## src/rtl/pll_test_pkg.sv

```systemverilog
`default_nettype none
// ============================================================================
// Module      : pll_test_pkg
// Description : Shared definitions for the PLL test sequencer. Holds the
//               pllTest slave register map, the result slot indices and the
//               sequencer state enum.
// Revision    : 1.0 - initial release
// ============================================================================
package pll_test_pkg;

  // pllTest slave register map
  localparam logic [3:0] ADDR_GO      = 4'h0;
  localparam logic [3:0] ADDR_COUNT   = 4'h1;
  localparam logic [3:0] ADDR_CLEAR   = 4'h2;
  localparam logic [3:0] ADDR_REF     = 4'h3;
  localparam logic [3:0] ADDR_CNT0    = 4'h4;
  localparam logic [3:0] ADDR_CNT1    = 4'h5;
  localparam logic [3:0] ADDR_CNT2    = 4'h6;
  localparam logic [3:0] ADDR_CNT3    = 4'h7;
  localparam logic [3:0] ADDR_CNT4    = 4'h8;
  localparam logic [3:0] ADDR_CNT5    = 4'h9;
  localparam logic [3:0] ADDR_LOCKED  = 4'hA;
  localparam logic [3:0] ADDR_PLLRST  = 4'hB;
  localparam logic [3:0] ADDR_ID      = 4'hC;

  // Result slots, filled in readback order
  localparam int         NUM_RESULTS  = 9;
  localparam logic [3:0] RES_REF      = 4'd0;
  localparam logic [3:0] RES_LOCKED   = 4'd7;
  localparam logic [3:0] RES_ID       = 4'd8;

  typedef enum logic [3:0] {
    IDLE        = 4'd0,
    PR_ASSERT   = 4'd1,
    PR_DEASSERT = 4'd2,
    LOCK_POLL   = 4'd3,
    LOCK_WAIT   = 4'd4,
    WR_CLEAR    = 4'd5,
    WR_COUNT    = 4'd6,
    WR_GO       = 4'd7,
    GO_POLL     = 4'd8,
    RD_WAIT     = 4'd9,
    SETTLE      = 4'd10,
    READBACK    = 4'd11,
    RB_WAIT     = 4'd12,
    WR_STOP     = 4'd13,
    FINISH      = 4'd14
  } state_t;

  // Slots 0..7 map onto contiguous registers 3..A; the ID slot skips PLLRST.
  function automatic logic [3:0] readback_addr(input logic [3:0] idx);
    return (idx == RES_ID) ? ADDR_ID : (idx + ADDR_REF);
  endfunction

endpackage
`default_nettype wire

```

## src/rtl/pll_test_sequencer_avalon_master_port.sv

```systemverilog
`default_nettype none
// ============================================================================
// Module      : avalon_master_port
// Description : Single-cycle Avalon-MM strobe generator. A request is only
//               taken while no strobe is on the bus, so consecutive requests
//               are always separated by at least one idle cycle. Read data
//               (fixed latency 1) is flagged with rd_valid one cycle after
//               the read strobe.
// Ports       : clk, rst          - clock, async active-high reset
//               wr_req, rd_req    - one-cycle request pulses (only when ready)
//               req_addr/wdata    - request address and write data
//               ready             - bus idle, a request may be issued
//               rd_valid/rd_data  - returned read data
//               address, write, read, writedata, readdata - Avalon-MM bus
// Revision    : 1.0 - initial release
// ============================================================================
module avalon_master_port (
  input  logic        clk,
  input  logic        rst,
  input  logic        wr_req,
  input  logic        rd_req,
  input  logic [3:0]  req_addr,
  input  logic [31:0] req_wdata,
  output logic        ready,
  output logic        rd_valid,
  output logic [31:0] rd_data,
  output logic [3:0]  address,
  output logic        write,
  output logic        read,
  output logic [31:0] writedata,
  input  logic [31:0] readdata
);

  logic rd_pending;

  assign ready    = !write && !read;
  assign rd_valid = rd_pending;
  assign rd_data  = readdata;

  always_ff @(posedge clk or posedge rst) begin
    if (rst) begin
      address    <= '0;
      write      <= 1'b0;
      read       <= 1'b0;
      writedata  <= '0;
      rd_pending <= 1'b0;
    end else begin
      // Write wins if both are ever raised, so the strobes stay exclusive.
      write      <= wr_req && ready;
      read       <= rd_req && !wr_req && ready;
      rd_pending <= read;
      if ((wr_req || rd_req) && ready) begin
        address   <= req_addr;
        writedata <= wr_req ? req_wdata : '0;
      end
    end
  end

endmodule
`default_nettype wire

```

## src/rtl/pll_test_sequencer.sv

```systemverilog
`default_nettype none
// ============================================================================
// Module      : pll_test_sequencer
// Description : Avalon-MM master that runs one PLL measurement on the pllTest
//               slave: optional PLL reset + lock wait, clear, load count, go,
//               poll go, settle, then read back all counters into 9 result
//               slots exposed through an indexed read port.
// Ports       : avalon_clock, reset      - clock, async active-high reset
//               start, count_num         - run request and reference count
//               address .. readdata      - Avalon-MM master bus
//               busy, done               - run status, done is a 1-cycle pulse
//               timeout_error, id_error  - sticky until the next start
//               result_sel, result_data  - result read port (0 beyond slot 8)
// Revision    : 1.0 - initial release
// ============================================================================
module pll_test_sequencer
  import pll_test_pkg::*;
#(
  parameter logic [31:0] EXPECTED_ID   = 32'd1,
  parameter int unsigned POLL_LIMIT    = 65535,
  parameter int unsigned SETTLE_CYCLES = 16,   // must be >= 1
  parameter bit          DO_PLL_RESET  = 1'b0
) (
  input  logic        avalon_clock,
  input  logic        reset,
  input  logic        start,
  input  logic [31:0] count_num,
  output logic [3:0]  address,
  output logic        write,
  output logic        read,
  output logic [31:0] writedata,
  input  logic [31:0] readdata,
  output logic        busy,
  output logic        done,
  output logic        timeout_error,
  output logic        id_error,
  input  logic [3:0]  result_sel,
  output logic [31:0] result_data
);

  localparam logic [31:0] POLL_LAST   = 32'(POLL_LIMIT - 1);
  localparam logic [31:0] SETTLE_LAST = 32'(SETTLE_CYCLES - 1);

  state_t      state, next_state;
  logic [31:0] count_q;
  logic [31:0] cnt;          // poll counter, reused as settle counter
  logic [3:0]  rb_idx;
  logic [31:0] result [NUM_RESULTS];

  logic        wr_req, rd_req, ready, rd_valid;
  logic [3:0]  req_addr;
  logic [31:0] req_wdata, rd_data;
  logic        accept, cnt_clr, cnt_inc, rb_inc, cap_en, set_timeout, set_id_err;

  avalon_master_port u_port (
    .clk       (avalon_clock),
    .rst       (reset),
    .wr_req    (wr_req),
    .rd_req    (rd_req),
    .req_addr  (req_addr),
    .req_wdata (req_wdata),
    .ready     (ready),
    .rd_valid  (rd_valid),
    .rd_data   (rd_data),
    .address   (address),
    .write     (write),
    .read      (read),
    .writedata (writedata),
    .readdata  (readdata)
  );

  always_ff @(posedge avalon_clock or posedge reset) begin
    if (reset) state <= IDLE;
    else       state <= next_state;
  end

  always_comb begin
    next_state  = state;
    wr_req      = 1'b0;
    rd_req      = 1'b0;
    req_addr    = ADDR_GO;
    req_wdata   = '0;
    accept      = 1'b0;
    cnt_clr     = 1'b0;
    cnt_inc     = 1'b0;
    rb_inc      = 1'b0;
    cap_en      = 1'b0;
    set_timeout = 1'b0;
    set_id_err  = 1'b0;
    case (state)
      IDLE: if (start) begin
        accept     = 1'b1;
        next_state = DO_PLL_RESET ? PR_ASSERT : WR_CLEAR;
      end
      PR_ASSERT: if (ready) begin
        wr_req = 1'b1; req_addr = ADDR_PLLRST; req_wdata = 32'd1;
        next_state = PR_DEASSERT;
      end
      PR_DEASSERT: if (ready) begin
        wr_req = 1'b1; req_addr = ADDR_PLLRST;
        cnt_clr = 1'b1;
        next_state = LOCK_POLL;
      end
      LOCK_POLL: if (ready) begin
        rd_req = 1'b1; req_addr = ADDR_LOCKED;
        next_state = LOCK_WAIT;
      end
      LOCK_WAIT: if (rd_valid) begin
        if (rd_data[0]) begin
          next_state = WR_CLEAR;
        end else if (cnt == POLL_LAST) begin
          set_timeout = 1'b1;
          next_state  = WR_STOP;
        end else begin
          cnt_inc    = 1'b1;
          next_state = LOCK_POLL;
        end
      end
      WR_CLEAR: if (ready) begin
        wr_req = 1'b1; req_addr = ADDR_CLEAR;
        next_state = WR_COUNT;
      end
      WR_COUNT: if (ready) begin
        wr_req = 1'b1; req_addr = ADDR_COUNT; req_wdata = count_q;
        next_state = WR_GO;
      end
      WR_GO: if (ready) begin
        wr_req = 1'b1; req_addr = ADDR_GO; req_wdata = 32'd1;
        cnt_clr = 1'b1;
        next_state = GO_POLL;
      end
      GO_POLL: if (ready) begin
        rd_req = 1'b1; req_addr = ADDR_GO;
        next_state = RD_WAIT;
      end
      RD_WAIT: if (rd_valid) begin
        if (!rd_data[0]) begin
          cnt_clr    = 1'b1;
          next_state = SETTLE;
        end else if (cnt == POLL_LAST) begin
          set_timeout = 1'b1;
          next_state  = WR_STOP;
        end else begin
          cnt_inc    = 1'b1;
          next_state = GO_POLL;
        end
      end
      SETTLE: begin
        if (cnt == SETTLE_LAST) next_state = READBACK;
        else                    cnt_inc    = 1'b1;
      end
      READBACK: if (ready) begin
        rd_req = 1'b1; req_addr = readback_addr(rb_idx);
        next_state = RB_WAIT;
      end
      RB_WAIT: if (rd_valid) begin
        cap_en = 1'b1;
        if (rb_idx == RES_ID) begin
          set_id_err = (rd_data != EXPECTED_ID);
          next_state = FINISH;
        end else begin
          rb_inc     = 1'b1;
          next_state = READBACK;
        end
      end
      WR_STOP: if (ready) begin
        wr_req = 1'b1; req_addr = ADDR_GO;
        next_state = FINISH;
      end
      FINISH:  next_state = IDLE;
      default: next_state = IDLE;
    endcase
  end

  always_ff @(posedge avalon_clock or posedge reset) begin
    if (reset) begin
      count_q       <= '0;
      cnt           <= '0;
      rb_idx        <= '0;
      timeout_error <= 1'b0;
      id_error      <= 1'b0;
      for (int i = 0; i < NUM_RESULTS; i++) result[i] <= '0;
    end else begin
      if (accept) begin
        count_q       <= count_num;
        rb_idx        <= '0;
        timeout_error <= 1'b0;
        id_error      <= 1'b0;
      end
      if (cnt_clr)      cnt <= '0;
      else if (cnt_inc) cnt <= cnt + 32'd1;
      if (rb_inc)      rb_idx        <= rb_idx + 4'd1;
      if (set_timeout) timeout_error <= 1'b1;
      if (set_id_err)  id_error      <= 1'b1;
      if (cap_en) begin
        for (int i = 0; i < NUM_RESULTS; i++)
          if (rb_idx == 4'(i)) result[i] <= rd_data;
      end
    end
  end

  assign busy = (state != IDLE) && (state != FINISH);
  assign done = (state == FINISH);

  always_comb begin
    result_data = '0;
    for (int i = 0; i < NUM_RESULTS; i++)
      if (result_sel == 4'(i)) result_data = result[i];
  end

endmodule
`default_nettype wire

```

## config.mk

```make
export PLATFORM = sky130hd
export DESIGN_NAME = pll_test_sequencer
export DESIGN_NICKNAME = d
export VERILOG_FILES = /design/src/rtl/pll_test_pkg.sv /design/src/rtl/pll_test_sequencer_avalon_master_port.sv /design/src/rtl/pll_test_sequencer.sv
export SDC_FILE = /design/constraint.sdc
export NUM_CORES = 1
export LEC_CHECK = 0
export BUFFER_PORTS_ARGS = -buffer_cell sky130_fd_sc_hd__buf_2
export CORE_AREA = 2 2 206 208
export DETAILED_ROUTE_END_ITERATION = 8
export DIE_AREA = 0 0 208 210
export PLACE_DENSITY_LB_ADDON = 0.08
export SLEW_MARGIN = 15
export SYNTH_ARGS = -nofsm -noshare
export SYNTH_HDL_FRONTEND = slang
export SYNTH_SLANG_ARGS = --single-unit
```

## constraint.sdc

```tcl
create_clock -name avalon_clock -period 14.1 [get_ports avalon_clock]
set_input_delay 0.705 -clock avalon_clock [delete_from_list [all_inputs] [get_ports avalon_clock]]
set_output_delay 0.705 -clock avalon_clock [all_outputs]
set_load 0.02 [all_outputs]
```

==> impl_metrics.toml, run 1 <==
[status]
status = "complete, no violations"

[cells_and_area]
final_util_pct = 50.72
final_common_cell = "dfrtp_1"
syn_to_final_growth_pct = 13.47
drive_above_1_share_pct = 36.26
n_antenna_cell = 0
nNetsFinal = 1673
final_cell_mix = "dfrtp_1, mux2_2, buf_2"
fill_cells = 3699

[sta]
drv_slew = 0
tns_ns = 0
rsz0062_at_grt = "no"
max_freq_mhz = 240.3
tightestPinTransition_ns = 1.184
post-route-period-util_pct = 29.51
hold_viol_final = 0
relSlewSlack_pct = 20.81
fin_skew_ns = 0.01222
min_period_ns = 4.161
setup_viol = 0

[grt]
grt.total_usage_pct = 21.80
grt_pass1_vias = 12980
grt_overflow = 0
grt_first_pass_wirelength_mm = 74.97
grt_max_degree = 129
antenna_found_initial = 0

[power]
irDropWorstVdd_uv = 133.1
combPwrFrac_pct = 21.4
power_uw = 3385
power.share.clock_pct = 34.9
p_leak_uw = 0.009201
intPower_uw = 2343
p_sw_uw = 1042
pwr-share-seq_pct = 43.7
cellPowerDensity_nw_per_um2 = 160.9
swShare_pct = 30.78

[logic_synthesis]
synthesis.area_um2 = 18540
mappedNetlistNets = 1604
seq_area_frac_synth_pct = 54.12
synthArstFlopShare_pct = 100.0
netlist_instances = 1527
ys_seq_elements = 401
synth_ff_type = "dfrtp_1"
synth_edf_count = 0
yosysUniqueCellTypes = 63
postSynthAreaPerCell_um2 = 12.14
ys.warnings.count = 0

[floorplan]
die_area_um2 = 43680
initial_utilization_pct = 44.70
rows = 75
dieHeight_um = 210
core_um2 = 41480
die_w_um = 208
num_io_pins = 145

[cts]
cts_resized = 0
cts-buffers-inserted = 46
cts-root-buf = "clkbuf_16"
cts_tree = "yes"
clockBufferDepth = 3
postCtsSetupBuffers = 0
cts_sinks = 401
clkTransAtPathRegs_ns = 0.06
htree_levels = 2
holdBufCountCts = 0
clkLatencyLatePin_ns = 0.57

[worst_setup_path]
path_class = "in -> out"
cp_max_fo = 64
arrival_ns = 3.46
critPathLaunchType = "input pin"
slowest_stage = "and4b_2"
cp.required_ns = 13.40
cp-startpoint = "result_sel[2]"
cpMostUsedCell = "buf_2"
reg2reg_from = "state[0]"
path_cells = "buf_2, buf_4, and4b_2, a22oi_1, a31oi_1, buf_2"
crit_path_end_kind = "primary output"
max_stage_delay_ns = 1.13

[route]
wire_per_inst_um = 21.96
firstDrtPassIters = 5
drc = 0
postRouteAntennaNets = 0
drt_wl_total_mm = 47.63
drt_iter0_drc = 769
vias = 12520
vias_per_cell = 5.772

[job]
drv_cap = 0

[placement]
portBuffers = 144
dp_hpwl_mm = 27.58
gp_congestion = 0.7628

[worst_hold_path]
hp-class = "in -> async"
routing by layer:
layer / global-route usage [%] / vias to the layer above / wire, um
met3: 4.574 / 65 / 2405
met5: 0 / - / 0
met1: 29.46 / 6447 / 21470
li1: - / 5739 / -
met4: 6.334 / 0 / 1091
met2: 35.64 / 268 / 22660
final timing paths:
kind | to | slack (ns) | cells after the start
worst max-delay path | result_data[6] | 9.94 | 6
worst max register to register | result[69] | 11.03 | 5
max in group asynchronous | result[41] | 12.27 | 3
min in group avalon_clock | count_q[31] | 0.36 | 2
worst min-delay path | cnt[26] | 0.30 | 2
worst min register to register | u_port.rd_valid | 0.44 | 0
cell type report:
cell class	instances	area (um2)	share of cell area [%]
Inverter	31	123.9	0.5888
Timing Repair Buffer	164	870.8	4.139
Sequential cell	401	10030	47.70
Tap cell	539	674.4	3.206
Clock inverter	16	173.9	0.8267
Clock buffer	66	1326	6.304
Multi-Input combinational cell	952	7834	37.24
state kept, by name (all words and copies together), names as in the netlist:
signal            cells
state                 4
count_q              32
rb_idx                4
result              288
timeout_error         1
u_port.read           1
u_port.rd_valid       1
u_port.write          1
id_error              1
cnt                  32
u_port.address        4
u_port.writedata     32
cells in the mapped netlist, types with 11 or more instances:
cell type  count  area (um2)
a221oi_1      23       201.4
and3_1        11       68.82
o31ai_1       21       157.7
a21oi_1       87       435.4
clkbuf_1      60       225.2
o21ai_0       21       105.1
mux2i_1       33       330.3
nor2_1        83       311.6
nand3_1       20       100.1
nand2b_1      25       156.4
buf_1         26       97.59
dfrtp_1      401       10030
o22ai_1       20       125.1
nor4_1        15       93.84
inv_1         31       116.4
nand2_1       71       266.5
nand4_1       13       81.33
mux2_2       322        3626
buf_2         52       260.3
a22o_1        55       481.7
a22oi_1       12       90.09
critical path: cells and delay by family:
| family | cells | cell delay (ns) |
|---|---|---|
| AND/OR/NAND/NOR | 1 | 1.13 |
| buffers and inverters | 3 | 0.99 |
| AO/OA/AOI/OAI | 2 | 0.61 |
kinds of logic after synthesis:
logic type | after synthesis | synth area share [%]
mux | 365 | 22.55
fa+ha+maj | 6 | 0.4049
xor+xnor | 2 | 0.09450
buf+inv | 174 | 3.934
compound gates | 292 | 11.01
simple gates | 287 | 7.876
flops | 401 | 54.12
power groups by stage:
stage / clock network (uW) / registers (uW) / logic (uW)
finish: 1180 / 1480 / 724
global route: 1260 / 1500 / 802
CTS: 1220 / 1480 / 735
detailed placement: 0 / 1490 / 733
global placement: 0 / 1490 / 725
floorplan: 0 / 1510 / 503
per-stage QoR:
stage               std cells  hold slack (ns)  worst slack (ns)  cell area [um2]
CTS                      2169           0.3155             9.911            21040
floorplan                1527           0.4496             2.242            18540
detailed placement       2087           0.4306             9.912            19540
global route             2169           0.3382             9.762            21040
finish                   2169           0.2956             9.939            21040
global placement         2087           0.4359             9.958            19540
Note: power is estimated with default switching activity, not from simulation.
==> run 2: changes to the inputs <==
Clock period 14.1 ns to 4.1 ns, I/O delays scaled along.
==> impl_metrics.toml, run 2 (synthesis gave the netlist of run 1 again) <==
[status]
status = "complete, no violations"

[placement]
placed_area_um2 = 19720
portBuffers = 144
dp_cells = 2108
post-place-ws_ns = 1.163
gp_congestion = 0.8262
dp_hpwl_mm = 29.89

[floorplan]
die_w_um = 208
core_um2 = 41480
num_io_pins = 145
initial_utilization_pct = 44.70
dieHeight_um = 210
rows = 75
die_area_um2 = 43680

[grt]
busiest_layer = "met2"
grtUsageMet1_pct = 31.82
antenna_found_initial = 0
grt_use_met2_pct = 36.90
grt_use_met3_pct = 4.127
grt_first_pass_wirelength_mm = 78.45
grt_pass1_vias = 13320
grt.total_usage_pct = 22.94
grt_max_degree = 136
grt_overflow = 0

[cells_and_area]
final_util_pct = 52.21
drive_above_1_share_pct = 36.35
largest-register = "result"
final_cell_mix = "dfrtp_1, mux2_2, buf_2"
design_area_um2 = 21650
final_cells = 2231
syn_to_final_growth_pct = 16.80
fill_cells = 3706
nNetsFinal = 1733
largest_register_ffs = 288
n_antenna_cell = 0
final_common_cell = "dfrtp_1"

[sta]
max_freq_mhz = 338.7
hold_viol_final = 0
post-route-period-util_pct = 72.02
drv_slew = 0
setup_viol = 0
tightestPinTransition_ns = 1.051
rsz0062_at_grt = "no"
setup_slack_ns = 1.147
min_period_ns = 2.953
tns_ns = 0
relSlewSlack_pct = 29.92
fin_skew_ns = 0.01881

[cts]
clockBufferDepth = 3
clkLatencyLatePin_ns = 0.57
holdBufCountCts = 39
cts_tree = "yes"
cts_resized = 0
cts_sinks = 401
clkTransAtPathRegs_ns = 0.06
postCtsSetupBuffers = 0
cts-root-buf = "clkbuf_16"
cts-buffers-inserted = 46
htree_levels = 2

[route]
vias = 12880
firstDrtPassIters = 6
wire_per_inst_um = 22.17
vias_per_cell = 5.771
drt_iter0_drc = 804
drt_wl_total_mm = 49.46
postRouteAntennaNets = 0
drc = 0

[worst_setup_path]
slowest_stage = "nand2_2"
arrival_ns = 3.39
path_cells = "nor2_1, nand3_1, nor3b_2, nand2_2, mux2_2"
cp_max_fo = 32
cp.required_ns = 4.54
crit_path_end_kind = "flip-flop"
max_stage_delay_ns = 0.68
critPathLaunchType = "flip-flop"
path_class = "reg -> reg"

[power]
p_leak_uw = 0.009505
cellPowerDensity_nw_per_um2 = 546.0
irDropWorstVdd_uv = 473.6

[worst_hold_path]
hp-class = "in -> reg"

[job]
drv_cap = 0
==> run 2: cell count changes in the layout (fill, tap and decap cells not counted), sizes merged <==
| cell | before | now |
|---|---|---|
| clkinvlp | 0 | 1 |
| clkinv | 11 | 12 |
| dlygate4sd3 | 0 | 39 |
| inv | 33 | 31 |
| buf | 164 | 185 |
| clkbuf | 66 | 68 |
==> run 2: worst paths after layout <==
path	start	to	slack, ns	depth (start not counted)
min	readdata[7]	result[167]	0.02	2
min in group asynchronous	reset	result[31]	0.36	3
min reg2reg	u_port.read	u_port.rd_valid	0.47	0
max	state[0]	result[94]	1.15	5
max in group asynchronous	reset	result[77]	2.54	4
max reg2reg	state[0]	result[94]	1.15	5
==> run 2: layout make-up <==
type                    count  area, um2  area share, %
repair buffers            224       1444          6.668
well taps                 539      674.4          3.114
multi-input cells         952       7838          36.19
flip-flops and latches    401      10030          46.34
clock inverters            16      158.9         0.7338
clock buffers              68       1385          6.396
inverters                  31      120.1         0.5547
==> run 2: layer usage <==
metal / up-vias / part of all wire, %
met5: - / 0
met4: 0 / 2.4
met3: 67 / 4.7
met2: 299 / 47
met1: 6660 / 46
li1: 5849 / -
==> run 2: where the power goes <==
group,internal [uW],total (uW),switching [uW]
registers,4600,5090,491
clock network,2520,4170,1650
logic,1060,2560,1500
==> run 2: per-stage QoR <==
| step | hold slack, ns | total power, uW |
|---|---|---|
| after floorplan | 0.3555 | 6913 |
| after global placement | 0.4068 | 7645 |
| after detailed placement | 0.4205 | 7689 |
| after CTS | 0.0009813 | 11940 |
| after global routing | 0.02912 | 12460 |
| final | 0.02011 | 11820 |
==> run 2: critical path: cells and delay by family, from the launching register on <==
| kind | cells | cell delay, ns |
|---|---|---|
| AND/OR/NAND/NOR | 4 | 1.69 |
| multiplexers | 1 | 0.53 |
| flip-flops | 1 | 0.61 |
